`config.mk`:
```
export PLATFORM = sky130hd
export DESIGN_NAME = serie_paralelo_rx
export DESIGN_NICKNAME = d
export VERILOG_FILES = /design/src/rtl/serie_paralelo_rx.sv
export SDC_FILE = /design/constraint.sdc
export NUM_CORES = 1
export LEC_CHECK = 0
export ABC_AREA = 1
export BUFFER_PORTS_ARGS = -buffer_cell sky130_fd_sc_hd__buf_2
export CAP_MARGIN = 5
export CELL_PAD_IN_SITES_DETAIL_PLACEMENT = 0
export CELL_PAD_IN_SITES_GLOBAL_PLACEMENT = 1
export CORE_ASPECT_RATIO = 0.9
export CORE_MARGIN = 2
export CORE_UTILIZATION = 30
export DETAILED_ROUTE_END_ITERATION = 10
export PLACE_DENSITY = 0.69
export SYNTH_ARGS = -nofsm -noshare
export SYNTH_HDL_FRONTEND = slang
export SYNTH_SLANG_ARGS = --single-unit
```
`constraint.sdc`:
```
create_clock -name clk_32f -period 1.3 [get_ports clk_32f]
set_input_delay 0.26 -clock clk_32f [delete_from_list [all_inputs] [get_ports clk_32f]]
set_output_delay 0.26 -clock clk_32f [all_outputs]
set_load 0.02 [all_outputs]
```
`src/rtl/serie_paralelo_rx.sv`:
```
// serie_paralelo_rx: receive-side serial-to-parallel converter for one PHY lane.
// Rebuilds MSB-first bytes from the bit stream, aligns to the COMMA symbol,
// goes active after BC_REQUIRED aligned commas and then emits one byte per
// 8 bit-clocks with a valid flag and a one-cycle byte strobe.
//
// Handshake: there is no back-pressure. byte_strobe is a one-cycle pulse
// marking the edge on which data_out/valid_out were loaded; the consumer must
// take the byte while byte_strobe is high. valid_out qualifies data_out as a
// data byte (not COMMA), and both hold their value until the next strobe.
module serie_paralelo_rx #(
  parameter logic [7:0] COMMA       = 8'hBC,
  parameter int         BC_REQUIRED = 4
) (
  input  logic       clk_32f,
  input  logic       reset,
  input  logic       data_in,
  output logic [7:0] data_out,
  output logic       valid_out,
  output logic       active,
  output logic       byte_strobe,
  output logic [1:0] dbg_state
);

  typedef enum logic [1:0] {
    SEARCH = 2'd0,
    ALIGN  = 2'd1,
    ACTIVE = 2'd2
  } state_t;

  localparam logic [3:0] BC_REQ = 4'(BC_REQUIRED);

  // Only the 7 most recent bits are ever read back: together with data_in
  // they form the byte window, so the oldest bit of the shift register is
  // not stored.
  logic [6:0] r_sr;
  logic [2:0] r_bit_cnt;
  logic [3:0] r_bc_cnt;
  state_t     r_state;

  logic [7:0] w_win;
  logic       w_is_comma;
  logic       w_boundary;
  logic [3:0] w_bc_next;

  // Byte completed by the bit sampled on this edge, and boundary decode.
  assign w_win      = {r_sr, data_in};
  assign w_is_comma = (w_win == COMMA);
  assign w_boundary = (r_bit_cnt == 3'd7);
  assign w_bc_next  = r_bc_cnt + 4'd1;
  assign dbg_state  = r_state;

  // Alignment FSM with shift register, counters and registered outputs.
  always_ff @(posedge clk_32f or negedge reset) begin
    if (!reset) begin
      r_sr        <= '0;
      r_bit_cnt   <= '0;
      r_bc_cnt    <= '0;
      r_state     <= SEARCH;
      data_out    <= 8'h00;
      valid_out   <= 1'b0;
      active      <= 1'b0;
      byte_strobe <= 1'b0;
    end else begin
      r_sr        <= w_win[6:0];
      byte_strobe <= 1'b0;
      case (r_state)
        SEARCH: begin
          // A comma at any bit offset fixes the byte phase.
          if (w_is_comma) begin
            r_bit_cnt <= 3'd0;
            r_bc_cnt  <= 4'd1;
            if (BC_REQ == 4'd1) begin
              r_state <= ACTIVE;
              active  <= 1'b1;
            end else begin
              r_state <= ALIGN;
            end
          end
        end
        ALIGN: begin
          r_bit_cnt <= r_bit_cnt + 3'd1;
          if (w_boundary) begin
            if (w_is_comma) begin
              r_bc_cnt <= w_bc_next;
              if (w_bc_next == BC_REQ) begin
                r_state <= ACTIVE;
                active  <= 1'b1;
              end
            end else begin
              // Misaligned or broken run: drop back; this edge is not
              // re-tested as a new comma.
              r_state  <= SEARCH;
              r_bc_cnt <= 4'd0;
            end
          end
        end
        ACTIVE: begin
          // Sticky: only reset leaves this state; bc_cnt is frozen here.
          r_bit_cnt <= r_bit_cnt + 3'd1;
          if (w_boundary) begin
            data_out    <= w_win;
            valid_out   <= !w_is_comma;
            byte_strobe <= 1'b1;
          end
        end
        default: begin
          r_state <= SEARCH;
          active  <= 1'b0;
        end
      endcase
    end
  end

endmodule

```
# After elaboration in Yosys (flattened, before gate mapping)
# Index checks and enable logic that the tools add are counted.
[op_classes]
bitwise_logic = 2
n_eq_ne = 10
n_reduce_logical = 11
n_mux = 17
n_addsub = 2
[op_table]
columns = ["cell", "count"]
rows = [
  ["$mux 4", 3],
  ["$eq 8x8->1 const B", 1],
  ["$mux 2", 4],
  ["$ne 2x2->1 const B", 4],
  ["$pmux 4 s2", 1],
  ["$reduce_and 4->1", 2],
  ["$pmux 2 s3", 1],
  ["$pmux 3 s2", 1],
  ["$mux 1", 5],
  ["$add 4x1->4 const B", 1],
  ["$eq 4x3->1 const B", 1],
  ["$reduce_and 2->1", 2],
  ["$reduce_bool 2->1", 2],
  ["$reduce_or 2->1", 2],
  ["$add 3x1->3 const B", 1],
  ["$eq 3x3->1 const B", 1],
  ["$mux 3", 1],
  ["$ne 3x3->1 const B", 1],
  ["$reduce_and 3->1", 1],
  ["$eq 2x1->1 const B", 1],
  ["$eq 2x2->1 const B", 1],
  ["$logic_not 2->1", 1],
  ["$not 1->1", 2],
  ["$pmux 1 s2", 1],
  ["$logic_not 1->1", 1],
]
[word_totals]
reg_bits = 27
output_inout_bits = 13
in_bits = 3

# Logic depth before layout (Yosys ltp)
# Gate-level depths: netlist of run 1.
[logic_depth]
word_depth = 6
depth_mapped = 10
ltp_nobuf = 10

# Worst setup path after synthesis of run 1
# OpenSTA, ideal clock, no wires.
[synth_path]
kind = "register -> register"
startpoint = "register r_state[0] (netlist: dbg_state[0])"
endpoint = "register data_out[0]"
t_required_ns = 1.167
stages_incl_launch_ff = 6
slack_ns = -0.146
t_arrival_ns = 1.314
n_path_buf = 1
setup_ns = 0.133
synth_period_minus_slack_ns = 1.446
path_cell_list = "dfrtp_1 > inv_1 > ha_1 > nand2_1 > clkbuf_1 > o21ai_0"
[synth_via]
elab_chain_len = 2
[synth_lines]
columns = ["item", "line", "text"]
rows = [
  ["from (decl)", "38", "state_t r_state;"],
  ["from (signal assigned)", "58", "r_state <= SEARCH;"],
  ["from (signal assigned)", "73", "r_state <= ACTIVE;"],
  ["from (signal assigned)", "76", "r_state <= ALIGN;"],
  ["$eq 2x2->1", "66", "case (r_state)"],
  ["$reduce_and 2->1 (no line)", "n/a", ""],
  ["to (signal assigned)", "101", "data_out <= w_win;"],
  ["to (decl)", "17", "output logic [7:0] data_out,"],
]
# Every way passes these cells.
# A chain may end at the register's enable or synchronous reset.

# Worst setup path after layout of run 1
[layout_path]
startpoint = "register r_bit_cnt[1]"
endpoint = "register r_state[1] (netlist: dbg_state[1])"
[layout_via]
elab_chain_len = 3
[layout_lines]
columns = ["item", "line", "text"]
rows = [
  ["from (decl)", "36", "logic [2:0] r_bit_cnt;"],
  ["from (signal assigned)", "81", "r_bit_cnt <= r_bit_cnt + 3'd1;"],
  ["from (signal assigned)", "99", "r_bit_cnt <= r_bit_cnt + 3'd1;"],
  ["$eq 3x3->1", "48", "assign w_boundary = (r_bit_cnt == 3'd7);"],
  ["$ne 2x2->1 (no line)", "n/a", ""],
  ["$reduce_and 4->1 (no line)", "n/a", ""],
]
# Every way passes these cells.

==> impl_metrics.py, run 1 <==
metrics = {
    "outcome": {
        "status": "finished with violations",
        "violations": "setup timing",
    },
    "drt": {
        "ant_nets": 0,
        "dr.first_iter.drc_count": 54,
        "wire_per_inst_um": 10.6,
        "drt-total-wl_mm": 2.32,
        "first_pass_iters": 4,
        "via_per_inst": 4.28,
        "drc_errors": 0,
        "vias": 938,
    },
    "die": {
        "die_w_um": 71.6,
        "core_mm2": 0.00402,
        "fp.dieArea_mm2": 0.00464,
        "ios": 16,
        "rows": 22,
        "die_h_um": 64.8,
        "start_util_pct": 30.7,
    },
    "cts": {
        "cts-root-buf": "clkbuf_8",
        "cts_tree": "done",
        "numClockSinks": 27,
        "path_clk_slew_ps": 90,
        "insertion_delay_ps": 270,
        "htreeDepth": 1,
        "cts_buffers": 3,
        "cts_buffer_depth": 2,
    },
    "cells_and_area": {
        "drive_gt1_share_pct": 38.0,
        "fin_area_mm2": 0.00165,
        "syn2layout_area_growth_pct": 33.5,
        "fin_nets": 183,
        "diodes": 0,
    },
    "worst_setup_path": {
        "r2r_slack_ps": -50,
        "critPathTopFamily": "simple AND/OR/NAND/NOR gates",
        "cp-start-kind": "flip-flop",
        "crit_path_frequent_cell": "nand2_1",
        "r2r_cells": 8,
        "crit_buf_inv": 0,
        "max_stage_delay_ps": 400,
        "cp.required_ps": 1510,
        "endpoint_kind": "flip-flop",
        "cp.depth": 8,
        "worstPathArrival_ps": 1560,
        "crit_path_max_fanout": 3,
        "cp_cell_sequence": "ha_2, ha_4, or2_4, nand2_4, nor2_4, nand2_2, nand2_1, nand2_1",
        "cp_slowest_cell": "dfrtp_1",
        "worst-setup-path-type": "flip-flop to flip-flop",
    },
    "logic_synthesis": {
        "synth_top_flop_cell": "dfrtp_1",
        "synth_warnings": 0,
        "yosys.area.top_type": "dfrtp_1",
        "synth.avg_cell_area_um2": 9.14,
        "synth_top_area_share_pct": 54.8,
        "yosysSeqAreaShare_pct": 54.8,
        "synthTopCellsByCount": "49 x nand2_1, 27 x dfrtp_1, 13 x inv_1, 9 x nor2_1, 8 x ha_1",
        "synthTopCellsByArea": "dfrtp_1 55%, nand2_1 15%, ha_1 8.1%, inv_1 4.0%, nor2_1 2.7%",
        "syn_nets": 146,
        "synthCells": 135,
        "synth-edff-count": 0,
        "synth_seq_cells": 27,
        "synthArstFlopShare_pct": 100,
        "syn_area_mm2": 0.00123,
        "synth.most_common_cell": "nand2_1",
        "synth.distinct_cells": 19,
    },
    "pwr": {
        "switchingPower_w": 0.000800,
        "vdd_drop_max_uv": 671,
        "seqPwrFrac_pct": 42.4,
        "netSwitchingFraction_pct": 34.2,
        "pwr-share-comb_pct": 37.0,
        "p_leak_nw": 0.836,
        "p_int_w": 0.00154,
        "clkPwrFrac_pct": 20.6,
        "power_density_mw_per_mm2": 1420,
    },
    "job": {
        "max_cap_viol_count": 0,
    },
    "sta": {
        "drv_slew": 0,
        "fin_crit_sh_pct": 104,
        "finalClockSkew_ps": 2.33,
        "slew_headroom_pct": 77.8,
        "setup_slack_ps": -51.1,
        "setup_viol": 7,
        "fmax_ghz": 0.740,
        "period_minus_slack_ps": 1350,
        "rsz0062_at_grt": "yes",
        "whs_ps": 106,
        "hold_viol": 0,
        "worstMarginPinSlew_ps": 333,
    },
    "place": {
        "place_ws_ps": -71.3,
        "placed_area_mm2": 0.00150,
        "place.gp.congestion": 0.739,
        "numPortBuffers": 15,
        "hpwl_mm": 1.79,
    },
    "global_route": {
        "grt_overflow_total": 0,
        "antenna_found_initial": 0,
        "grt_util_all_layers_pct": 11.4,
        "grt_pass1_wl_mm": 4.13,
        "grt_pass1_vias": 974,
        "grt_max_degree": 28,
    },
    "min_path": {
        "hold_depth": 1,
        "min_path_type": "primary input to flip-flop",
    },
}
==> path summary, 6_finish.rpt <==
| check | startpoint | to |
|---|---|---|
| setup / recovery | r_bit_cnt[1] | dbg_state[1] |
| hold / removal | data_in | r_sr[0] |
| setup reg to reg | r_bit_cnt[1] | dbg_state[1] |
| hold reg to reg | r_sr[5] | r_sr[6] |
| max in group asynchronous | reset | dbg_state[1] |
| min in group asynchronous | reset | data_out[0] |
==> through the flow <==
stage	utilization [%]	power, W	setup TNS (ps)	std cells
2_1_floorplan	-	0.00148	-38.3	135
3_5_place_dp	37.3	0.00174	-355	212
6_report	41.0	0.00234	-235	219
5_1_grt	41.0	0.00252	-736	219
4_1_cts	39.3	0.00225	-347	217
3_3_place_gp	37.3	0.00170	-187	212
==> cell usage in the layout (no fill, tap or decap), drive strengths merged, types with 3 or more instances in the layout <==
cell    instances
clkbuf          3
nand2          53
buf            32
dfrtp          27
nor2           13
ha              8
inv            14
nand3           6
o21ai           9
==> registers in the layout, indices dropped and copies added (netlist names) <==
register / flops
r_bit_cnt: 3
active: 1
r_sr: 7
data_out: 8
valid_out: 1
dbg_state: 2
byte_strobe: 1
r_bc_cnt: 4
==> layout make-up <==
class | instances | area (um^2)
timing repair buffer | 33 | 223
sequential | 27 | 678
clock buffer | 3 | 41.3
tap | 48 | 60.1
multi-input combinational | 93 | 584
inverter | 14 | 52.6
fill | 423 | 2370
clock inverter | 1 | 7.51
==> cell families after synthesis <==
| family | Yosys count | share of synthesized area (%) |
|---|---|---|
| AO/OA/AOI/OAI | 10 | 4.06 |
| XOR/XNOR | 2 | 1.42 |
| adder cells (fa/ha/maj) | 8 | 8.11 |
| buffers and inverters | 15 | 4.56 |
| flip-flops | 27 | 54.8 |
| AND/OR/NAND/NOR | 73 | 27.1 |
==> routing by layer <==
layer | GRT usage (%) | vias to the layer above | wire length [um]
li1 | - | 489 | -
met1 | 14.2 | 439 | 1130
met2 | 19.0 | 8 | 1120
met3 | 2.80 | 2 | 56
met4 | 4.25 | 0 | 18
met5 | 0 | - | 0
==> power by group through the flow <==
stage | sequential (W) | combinational (W) | clock (W)
final | 0.000992 | 0.000865 | 0.000481
after global routing | 0.00100 | 0.000977 | 0.000536
after CTS | 0.000988 | 0.000770 | 0.000491
after detailed placement | 0.000997 | 0.000741 | 0
after global placement | 0.000992 | 0.000711 | 0
after floorplan | 0.00102 | 0.000456 | 0
==> timing repair <==
action	4_1_cts	5_1_grt
pin swaps	3	4
gates resized for setup	7	13
setup buffers	0	2
hold endpoints to repair	27	0
hold buffers	1	0
setup endpoints to repair	9	16
==> worst reg2reg max path, delay by kind of cell (launching register included) <==
| kind | cells | cell delay, ps |
|---|---|---|
| AND/OR/NAND/NOR | 6 | 530 |
| flip-flops | 1 | 400 |
| adder cells (fa/ha/maj) | 2 | 360 |
Note: power is estimated with default switching activity, not from simulation.
==> inputs of run 2 (changes only) <==
--- a/config.mk
+++ b/config.mk
@@ -14,7 +14,7 @@
 export CORE_MARGIN = 2
 export CORE_UTILIZATION = 30
 export DETAILED_ROUTE_END_ITERATION = 10
-export PLACE_DENSITY = 0.69
+export PLACE_DENSITY = 0.67
 export SYNTH_ARGS = -nofsm -noshare
 export SYNTH_HDL_FRONTEND = slang
 export SYNTH_SLANG_ARGS = --single-unit
==> constraint.sdc (replaced) <==
create_clock -name clk_32f -period 1.7 [get_ports clk_32f]
set_input_delay 0.34 -clock clk_32f [delete_from_list [all_inputs] [get_ports clk_32f]]
set_output_delay 0.34 -clock clk_32f [all_outputs]
set_load 0.02 [all_outputs]
==> run 2 against run 1 <==
  * The flow now finishes without violations
  * Register-to-register slack improved by 290 ps
  * Via count fell by 10%
  * Sequential power fell by 23%
  * Count of clock-buffer cells in the layout did not move
  * Largest power group unchanged
==> impl_metrics.py, run 2 (synthesized netlist as in run 1, its figures left out) <==
metrics = {
    "outcome": {
        "status": "complete, no violations",
    },
    "die": {
        "fp.dieArea_mm2": 0.00464,
        "core_mm2": 0.00402,
        "ios": 16,
        "rows": 22,
        "die_h_um": 64.8,
        "start_util_pct": 30.7,
        "die_w_um": 71.6,
    },
    "cells_and_area": {
        "largest_register": "data_out",
        "fin_area_mm2": 0.00142,
        "largest_register_ffs": 8,
        "largestRegisters": "data_out x8, r_sr x7, r_bc_cnt x4",
        "fin_nets": 166,
        "drive_gt1_share_pct": 20.1,
        "diodes": 0,
        "fillers": 435,
        "syn2layout_area_growth_pct": 15.3,
        "final_common_cell": "nand2_1",
        "layout_common_cells": "49 x nand2_1, 27 x dfrtp_1, 15 x buf_2, 13 x inv_1, 9 x nor2_1",
    },
    "worst_setup_path": {
        "crit_path_max_fanout": 5,
        "crit_start": "r_bc_cnt[0]",
        "worst-setup-path-type": "flip-flop to flip-flop",
        "cp.required_ps": 1870,
        "endpoint_kind": "flip-flop",
        "worstPathArrival_ps": 1620,
        "cp-start-kind": "flip-flop",
        "timing.rr.start": "r_bc_cnt[0]",
    },
    "sta": {
        "fmax_ghz": 0.686,
        "period_minus_slack_ps": 1460,
        "tns_ps": 0,
        "fin_crit_sh_pct": 85.8,
        "drv_slew": 0,
        "slew_headroom_pct": 59.5,
        "setup_viol": 0,
        "hold_viol": 0,
        "finalClockSkew_ps": 7.28,
        "rsz0062_at_grt": "no",
        "worstMarginPinSlew_ps": 608,
        "whs_ps": 61.1,
    },
    "min_path": {
        "min_path_type": "primary input to async pin",
    },
    "place": {
        "numPortBuffers": 15,
        "placed_area_mm2": 0.00137,
        "place.gp.congestion": 0.704,
        "hpwl_mm": 1.59,
    },
    "global_route": {
        "grt_pass1_wl_mm": 3.68,
        "grt_overflow_total": 0,
        "grt_pass1_vias": 798,
        "grt_util_all_layers_pct": 9.96,
        "grt_max_degree": 28,
        "antenna_found_initial": 0,
    },
    "drt": {
        "wire_per_inst_um": 10.3,
        "via_per_inst": 4.18,
        "ant_nets": 0,
        "drt-total-wl_mm": 2.09,
        "dr.first_iter.drc_count": 37,
        "drc_errors": 0,
        "first_pass_iters": 4,
        "vias": 844,
    },
    "pwr": {
        "power_density_mw_per_mm2": 1100,
        "p_leak_nw": 0.762,
        "vdd_drop_max_uv": 454,
    },
    "cts": {
        "numClockSinks": 27,
        "cts-root-buf": "clkbuf_8",
        "htreeDepth": 1,
        "path_clk_slew_ps": 100,
        "cts_buffer_depth": 2,
        "cts_tree": "done",
        "ctsHoldBuffers": 0,
        "cts_buffers": 3,
        "ctsResizeCount": 0,
        "insertion_delay_ps": 270,
        "postCtsSetupBuffers": 0,
    },
    "job": {
        "max_cap_viol_count": 0,
    },
}
## run 2: metal layers
metal | wire length [um] | global-route usage [%] | part of all wire [%] | vias to the layer above
met5 | 0 | 0 | 0 | -
met4 | 22 | 2.83 | 1.1 | 0
met3 | 59 | 1.56 | 2.8 | 4
met2 | 981 | 16.8 | 47 | 7
met1 | 1020 | 13.2 | 49 | 384
li1 | - | - | - | 449
## run 2: final timing paths
kind / to / slack, ps / cells past startpoint
worst min register to register: r_sr[1] / 390 / 0
worst min-delay path: data_out[1] / 60 / 1
min in group clk_32f: r_sr[0] / 180 / 1
worst max register to register: dbg_state[1] / 240 / 8
worst max-delay path: dbg_state[1] / 240 / 8
max in group asynchronous: dbg_state[1] / 1240 / 1
## run 2: stage by stage
stage	worst slack [ps]	std cells	power (W)	utilization [%]
floorplan	254	135	0.00111	-
global placement	275	198	0.00119	34.2
detailed placement	272	198	0.00121	34.2
CTS	236	202	0.00159	35.4
global route	110	202	0.00169	35.4
finish	242	202	0.00156	35.4
## run 2: area by class of cell
cell class / instances / area (um^2) / share of cell area [%]
Sequential cell: 27 / 676 / 47.5
Clock buffer: 3 / 41.3 / 2.90
Inverter: 14 / 52.6 / 3.69
Timing Repair Buffer: 16 / 82.6 / 5.80
Clock inverter: 1 / 8.76 / 0.616
Tap cell: 48 / 60.1 / 4.22
Multi-Input combinational cell: 93 / 502 / 35.3
## run 2: report_power, final
part / internal, W / switching, W
clock network: 0.000172 / 0.000207
logic: 0.000153 / 0.000269
registers: 0.000702 / 0.0000607
## run 2: worst max-delay path, cell delays in order, from the launching register on
cell	delay (ps)
dfrtp_1	460
ha_1	240
xnor2_1	140
nor2_1	150
nand2_1	70
nand2_1	120
nand2_2	70
nand2_1	50
nand2_1	50
